`src/rtl/mem_port_arbiter.sv`:
```
// Two-port round-robin arbiter in front of a single-ported request/rw/wait_ memory.
// Port 0 is read-only instruction fetch, port 1 is data load/store; every output is registered.
module mem_port_arbiter #(
  parameter int unsigned AW      = 16,
  parameter int unsigned DW      = 16,
  parameter int unsigned TIMEOUT = 16
) (
  input  logic          clk,
  input  logic          reset,
  input  logic          p0_req,
  input  logic [AW-1:0] p0_addr,
  output logic [DW-1:0] p0_rdata,
  output logic          p0_done,
  input  logic          p1_req,
  input  logic          p1_rw,
  input  logic [AW-1:0] p1_addr,
  input  logic [DW-1:0] p1_wdata,
  output logic [DW-1:0] p1_rdata,
  output logic          p1_done,
  output logic          err,
  output logic [AW-1:0] mem_addr,
  output logic          mem_request,
  output logic          mem_rw,
  output logic [DW-1:0] mem_wdata,
  input  logic [DW-1:0] mem_rdata,
  input  logic          mem_wait_,
  output logic          busy,
  output logic          grant_id
);

  localparam int unsigned CW = $clog2(TIMEOUT + 1);
  localparam logic [CW-1:0] CountMax = CW'(TIMEOUT);

  typedef enum logic [1:0] {StIdle, StAccess, StRelease} state_e;

  state_e        state_q, state_d;
  logic [AW-1:0] addr_q, addr_d;
  logic          req_q, req_d;
  logic          rw_q, rw_d;
  logic [DW-1:0] wdata_q, wdata_d;
  logic [DW-1:0] p0_rdata_q, p0_rdata_d;
  logic [DW-1:0] p1_rdata_q, p1_rdata_d;
  logic          p0_done_q, p0_done_d;
  logic          p1_done_q, p1_done_d;
  logic          err_q, err_d;
  logic          grant_q, grant_d;
  logic          rr_q, rr_d;
  logic          busy_q;
  logic [CW-1:0] count_q, count_d;
  logic          sel;

  always_ff @(posedge clk) begin
    if (reset) begin
      state_q    <= StIdle;
      addr_q     <= '0;
      req_q      <= 1'b0;
      rw_q       <= 1'b1;
      wdata_q    <= '0;
      p0_rdata_q <= '0;
      p1_rdata_q <= '0;
      p0_done_q  <= 1'b0;
      p1_done_q  <= 1'b0;
      err_q      <= 1'b0;
      grant_q    <= 1'b0;
      rr_q       <= 1'b1;
      busy_q     <= 1'b0;
      count_q    <= '0;
    end else begin
      state_q    <= state_d;
      addr_q     <= addr_d;
      req_q      <= req_d;
      rw_q       <= rw_d;
      wdata_q    <= wdata_d;
      p0_rdata_q <= p0_rdata_d;
      p1_rdata_q <= p1_rdata_d;
      p0_done_q  <= p0_done_d;
      p1_done_q  <= p1_done_d;
      err_q      <= err_d;
      grant_q    <= grant_d;
      rr_q       <= rr_d;
      busy_q     <= (state_d != StIdle);
      count_q    <= count_d;
    end
  end

  always_comb begin
    state_d    = state_q;
    addr_d     = addr_q;
    req_d      = req_q;
    rw_d       = rw_q;
    wdata_d    = wdata_q;
    p0_rdata_d = p0_rdata_q;
    p1_rdata_d = p1_rdata_q;
    p0_done_d  = 1'b0;
    p1_done_d  = 1'b0;
    err_d      = 1'b0;
    grant_d    = grant_q;
    rr_d       = rr_q;
    count_d    = count_q;
    sel        = 1'b0;

    unique case (state_q)
      StIdle: begin
        if (p0_req || p1_req) begin
          // Only a tie consults and advances the round-robin pointer.
          sel = (p0_req && p1_req) ? rr_q : p1_req;
          if (p0_req && p1_req) begin
            rr_d = ~sel;
          end
          addr_d = sel ? p1_addr : p0_addr;
          rw_d   = sel ? p1_rw : 1'b1;
          if (sel) begin
            wdata_d = p1_wdata;
          end
          req_d   = 1'b1;
          grant_d = sel;
          state_d = StAccess;
        end
      end
      StAccess: begin
        if (!mem_wait_) begin
          if (rw_q) begin
            if (grant_q) begin
              p1_rdata_d = mem_rdata;
            end else begin
              p0_rdata_d = mem_rdata;
            end
          end
          p0_done_d = ~grant_q;
          p1_done_d = grant_q;
          req_d     = 1'b0;
          rw_d      = 1'b1;
          state_d   = StRelease;
        end else begin
          count_d = count_q + CW'(1);
          if (count_d == CountMax) begin
            p0_done_d = ~grant_q;
            p1_done_d = grant_q;
            err_d     = 1'b1;
            req_d     = 1'b0;
            rw_d      = 1'b1;
            state_d   = StRelease;
          end
        end
      end
      StRelease: begin
        // Memory must deassert completion before the bus is reused.
        if (mem_wait_) begin
          state_d = StIdle;
          count_d = '0;
        end
      end
      default: state_d = StIdle;
    endcase
  end

  assign mem_addr    = addr_q;
  assign mem_request = req_q;
  assign mem_rw      = rw_q;
  assign mem_wdata   = wdata_q;
  assign p0_rdata    = p0_rdata_q;
  assign p1_rdata    = p1_rdata_q;
  assign p0_done     = p0_done_q;
  assign p1_done     = p1_done_q;
  assign err         = err_q;
  assign grant_id    = grant_q;
  assign busy        = busy_q;

endmodule
```
`config.mk`:
```
export PLATFORM = sky130hd
export DESIGN_NAME = mem_port_arbiter
export DESIGN_NICKNAME = d
export VERILOG_FILES = /design/src/rtl/mem_port_arbiter.sv
export SDC_FILE = /design/constraint.sdc
export NUM_CORES = 1
export LEC_CHECK = 0
export CAP_MARGIN = 20
export CORE_UTILIZATION = 23
export CTS_BUF_LIST = sky130_fd_sc_hd__clkbuf_4 sky130_fd_sc_hd__clkbuf_8 sky130_fd_sc_hd__clkbuf_16
export DETAILED_ROUTE_END_ITERATION = 6
export SYNTH_ARGS = -nofsm -noshare
export SYNTH_HDL_FRONTEND = slang
export SYNTH_SLANG_ARGS = --single-unit
```
`constraint.sdc`:
```
create_clock -name clk -period 2.07 [get_ports clk]
set_clock_uncertainty 0.15 [all_clocks]
set_input_delay 0.3105 -clock clk [delete_from_list [all_inputs] [get_ports clk]]
set_output_delay 0.3105 -clock clk [all_outputs]
set_load 0.03 [all_outputs]
```
Word level (Yosys, flattened, before mapping) --
Index checks and enable logic that the tools add are counted.
Word-level totals: output and inout bits 71, flip-flop bits (word level) 79
Operators by class: $add $sub $neg 1, eq/ne operators 7, bitwise logic cells 4, reduce and logical (&&, ||, !) cells 15, mux-type cells 24
Operators with widths (count):
- $mux 16 | 1
- $mux 1 | 13
- $reduce_and 3->1 | 4
- $mux 5 | 2
- $pmux 5 s2 | 1
- $mux 2 | 4
- $reduce_and 4->1 | 2
- $ne 2x2->1 const B | 3
- $pmux 2 s3 | 1
- $reduce_bool 2->1 | 3
- $add 5x1->5 const B | 1
- $eq 5x5->1 const B | 1
- $not 1->1 | 4
- $pmux 1 s2 | 2
- $ne 3x3->1 const B | 1
- $reduce_or 3->1 | 1
- $eq 2x1->1 const B | 1
- $eq 2x2->1 const B | 1
- $logic_not 2->1 | 1
- $reduce_and 2->1 | 1
- $reduce_or 2->1 | 1
- $logic_and 1x1->1 | 1
- $logic_or 1x1->1 | 1

Depth between registers and ports, before layout --
word-level depth 6, mapped depth 8, gate-level depth less buffers 5

Least setup slack after synthesis --
No wires, ideal clock.
path kind register -> register, start point register state_q[1], end point register p0_rdata_q[10] (netlist: p0_rdata[10]), period minus slack after synthesis 1.783 ns, path slack 0.287 ns, required time 1.788 ns, buffers on the path 4, data arrival time 1.501 ns, cell stages (with the launch flop) 9, cells stage by stage dfxtp_1 -> buf_6 -> nand2b_4 -> buf_6 -> or4b_4 -> buf_6 -> buf_6 -> nand2_1 -> a21oi_1
Between the ends: word-level cells in the longest chain between the ends 2
Ends and longest elaborated chain:
- start: declaration | line 36 | state_e state_q, state_d;
- start signal: assignment | line 54 | state_q <= StIdle;
- start signal: assignment | line 69 | state_q <= state_d;
- $eq 2x1->1 | line 102 | unique case (state_q)
- $reduce_and 4->1 (no source line)
- end signal: assignment | line 74 | p0_rdata_q <= p0_rdata_d;
- end: declaration | line 41 | logic [DW-1:0] p0_rdata_q, p0_rdata_d;
Every way passes these cells. A chain may end at the register's enable or synchronous reset.

Worst setup path after layout --
start point register req_q (netlist: mem_request), end point output port mem_request
RTL lines:
- start: declaration | line 38 | logic req_q, req_d;
- start signal: assignment | line 71 | req_q <= req_d;
- end: declaration | line 22 | output logic mem_request,
No word-level cell between the ends.

==> reports/metrics.yaml <==
run_status: "finished, final reports clean"
critPathSlowestCell: "clkdlybuf4s50_1"
cts_inserted_buffers: 9
hold_buffers: 0
worst-path-max-fanout: 3
wl_per_cell_um: 13.1
clock_latency_ps: 340
rsz0062_at_grt: "no"
drive_gt1_share_pct: 6.90
dr.first_iter.drc_count: 147
placed_area_um2: 4830
dr.pass1.iters: 4
post_cts_buffers: 0
cp-end-kind: "output port"
vias: 3146
ant_nets: 0
fin_crit_ps: 1870
gp_congestion: 0.752
cts_tree: "done"
worst_slew_pin_slew_ps: 633
synthFlopType: "dfxtp_1"
grt_pass1_wl_mm: 14.9
layout_common_cells: "137 x clkdlybuf4s50_1, 92 x nand2_1, 79 x dfxtp_1, 45 x a21oi_1, 39 x nor2_1"
setup_violations: 0
track_usage_pct: 13.3
max-vdd-ir-drop_mv: 0.375
pwr-share-clk_pct: 36.6
final_common_cell: "clkdlybuf4s50_1"
cp_num_buf_inv: 1
fin_hold_ws_ps: 301
min_path_type: "reg2reg"
cts.htree.levels: 3
vias_per_cell: 4.51
final_nets: 588
ioPinCount: 141
pre_cts_ws_ps: 111
initial_utilization_pct: 23.9
fin_setup_tns_ps: 0
max-slew-margin-rel_pct: 57.8
synth_seq_cells: 79
port-buffer-count: 140
insertedDiodeCount: 0
overflow: 0
routed_wl_mm: 9.13
clock_sinks: 79
leakagePower_nw: 1.91
synth.avg_cell_area_um2: 8.33
period_share_pct: 90.5
dieArea_um2: 14400
p_int_w: 0.00305
yosysWarnings: 0
p_sw_w: 0.00119
rows: 42
cts_resized: 0
cp_slowest_stage_delay_ps: 700
synth_area_um2: 3210
ys_types: 38
syn_inst: 385
path_clk_slew_ps: 60
die_y_um: 120
worst_slack_ps: 197
power_density_nw_per_um2: 826
core_um2: 13400
seqPwrFrac_pct: 40.2
cp.required_ps: 1610
syn2layout_area_growth_pct: 59.9
hold_violations: 0
first_global_vias: 3083
clock_path_buffers: 2
cp-start-kind: "flip-flop"
fp.dieW_um: 120
cap_violations: 0
ys_seq_area_share_pct: 49.3
antenna_found_initial: 0
finalInstanceArea_um2: 5130
arrival_ps: 1410
ctsRootBufferMaster: "clkbuf_16"
synth-edff-count: 0
grt_max_degree: 51
drc: 0
worstSetupPathType: "reg2out"
max_freq_ghz: 0.534
finalMaxSlewViolations: 0
async_flop_share_pct: 0
syn_nets: 456
swShare_pct: 28.1
hpwl_mm: 6.51
pwr-share-comb_pct: 23.1
cp_cell_sequence: "clkdlybuf4s50_1"
cp_top_family: "buffers and inverters"
cell families (layout without fill, tap and decap cells):
logic type      count (synthesis)  count (layout)  synth area share (%)
flops                          79              79                  49.3
simple gates                  173             173                  24.1
fa+ha+maj                       1               1                 0.390
compound gates                 79              79                  15.3
buf+inv                        35             172                  5.42
xor+xnor                        2               2                 0.546
mux                            16              16                  4.99
tightest hold or removal path, stage by stage, from the launching register on:
cell and delay (ps):
dfxtp_1 300, nand2_1 50, a21oi_1 50
cells in the mapped netlist (2+ instances only):
master	count	share of area, %
nand2_1	92	11
dfxtp_1	79	49
a21oi_1	45	7.0
nor2_1	39	4.6
nand3_1	22	3.4
clkbuf_1	20	2.3
a311oi_1	16	4.4
mux2i_1	16	5.0
buf_2	6	0.94
nand2b_1	6	1.2
o21ai_0	5	0.78
buf_6	4	1.4
o31ai_1	3	0.70
a41oi_1	2	0.55
and3_1	2	0.39
inv_1	2	0.23
nand3b_1	2	0.47
nor3_1	2	0.31
o22ai_1	2	0.39
xnor2_1	2	0.55
metrics by stage:
step	total power [W]	std cells	utilization, %
3_5_place_dp	0.00273	682	36.0
6_report	0.00424	698	38.3
5_1_grt	0.00446	698	38.3
3_3_place_gp	0.00271	682	36.0
4_1_cts	0.00431	698	38.3
2_1_floorplan	0.00227	385	-
path summary, 6_finish.rpt:
check,slack [ps],cells past startpoint,endpoint,start
max,200,1,mem_request,mem_request
min,300,2,p1_rdata[10],p1_rdata[10]
max reg2reg,320,4,p0_done,count_q[3]
min reg2reg,300,2,p1_rdata[10],p1_rdata[10]
flip-flops by register name (all words and copies together) (netlist names), 2 cells and up:
signal	count
p0_rdata	16
mem_addr	16
mem_wdata	16
count_q	5
state_q	2
p1_rdata	16
routing by layer:
layer | GRT usage, % | wire [µm] | up-vias
met5 | 0 | 0 | -
li1 | - | - | 1577
met3 | 6.99 | 941 | 10
met1 | 14.7 | 3980 | 1440
met4 | 5.16 | 132 | 0
met2 | 21.3 | 4070 | 119
power groups by stage:
stage	registers, W	logic (W)	clock network (W)
final	0.00170	0.000981	0.00155
after global routing	0.00172	0.00106	0.00169
after floorplan	0.00193	0.000346	0
after CTS	0.00171	0.000992	0.00161
after detailed placement	0.00174	0.000988	0
after global placement	0.00173	0.000981	0
cell type report:
type                    count  area [µm²]
fillers                  1358        8270
flip-flops and latches     79        1580
repair buffers            154        1560
multi-input cells         271        1470
clock buffers              14         288
well taps                 176         220
clock inverters             2        12.5
inverters                   2        7.51
(Power assumes the default switching activity.)
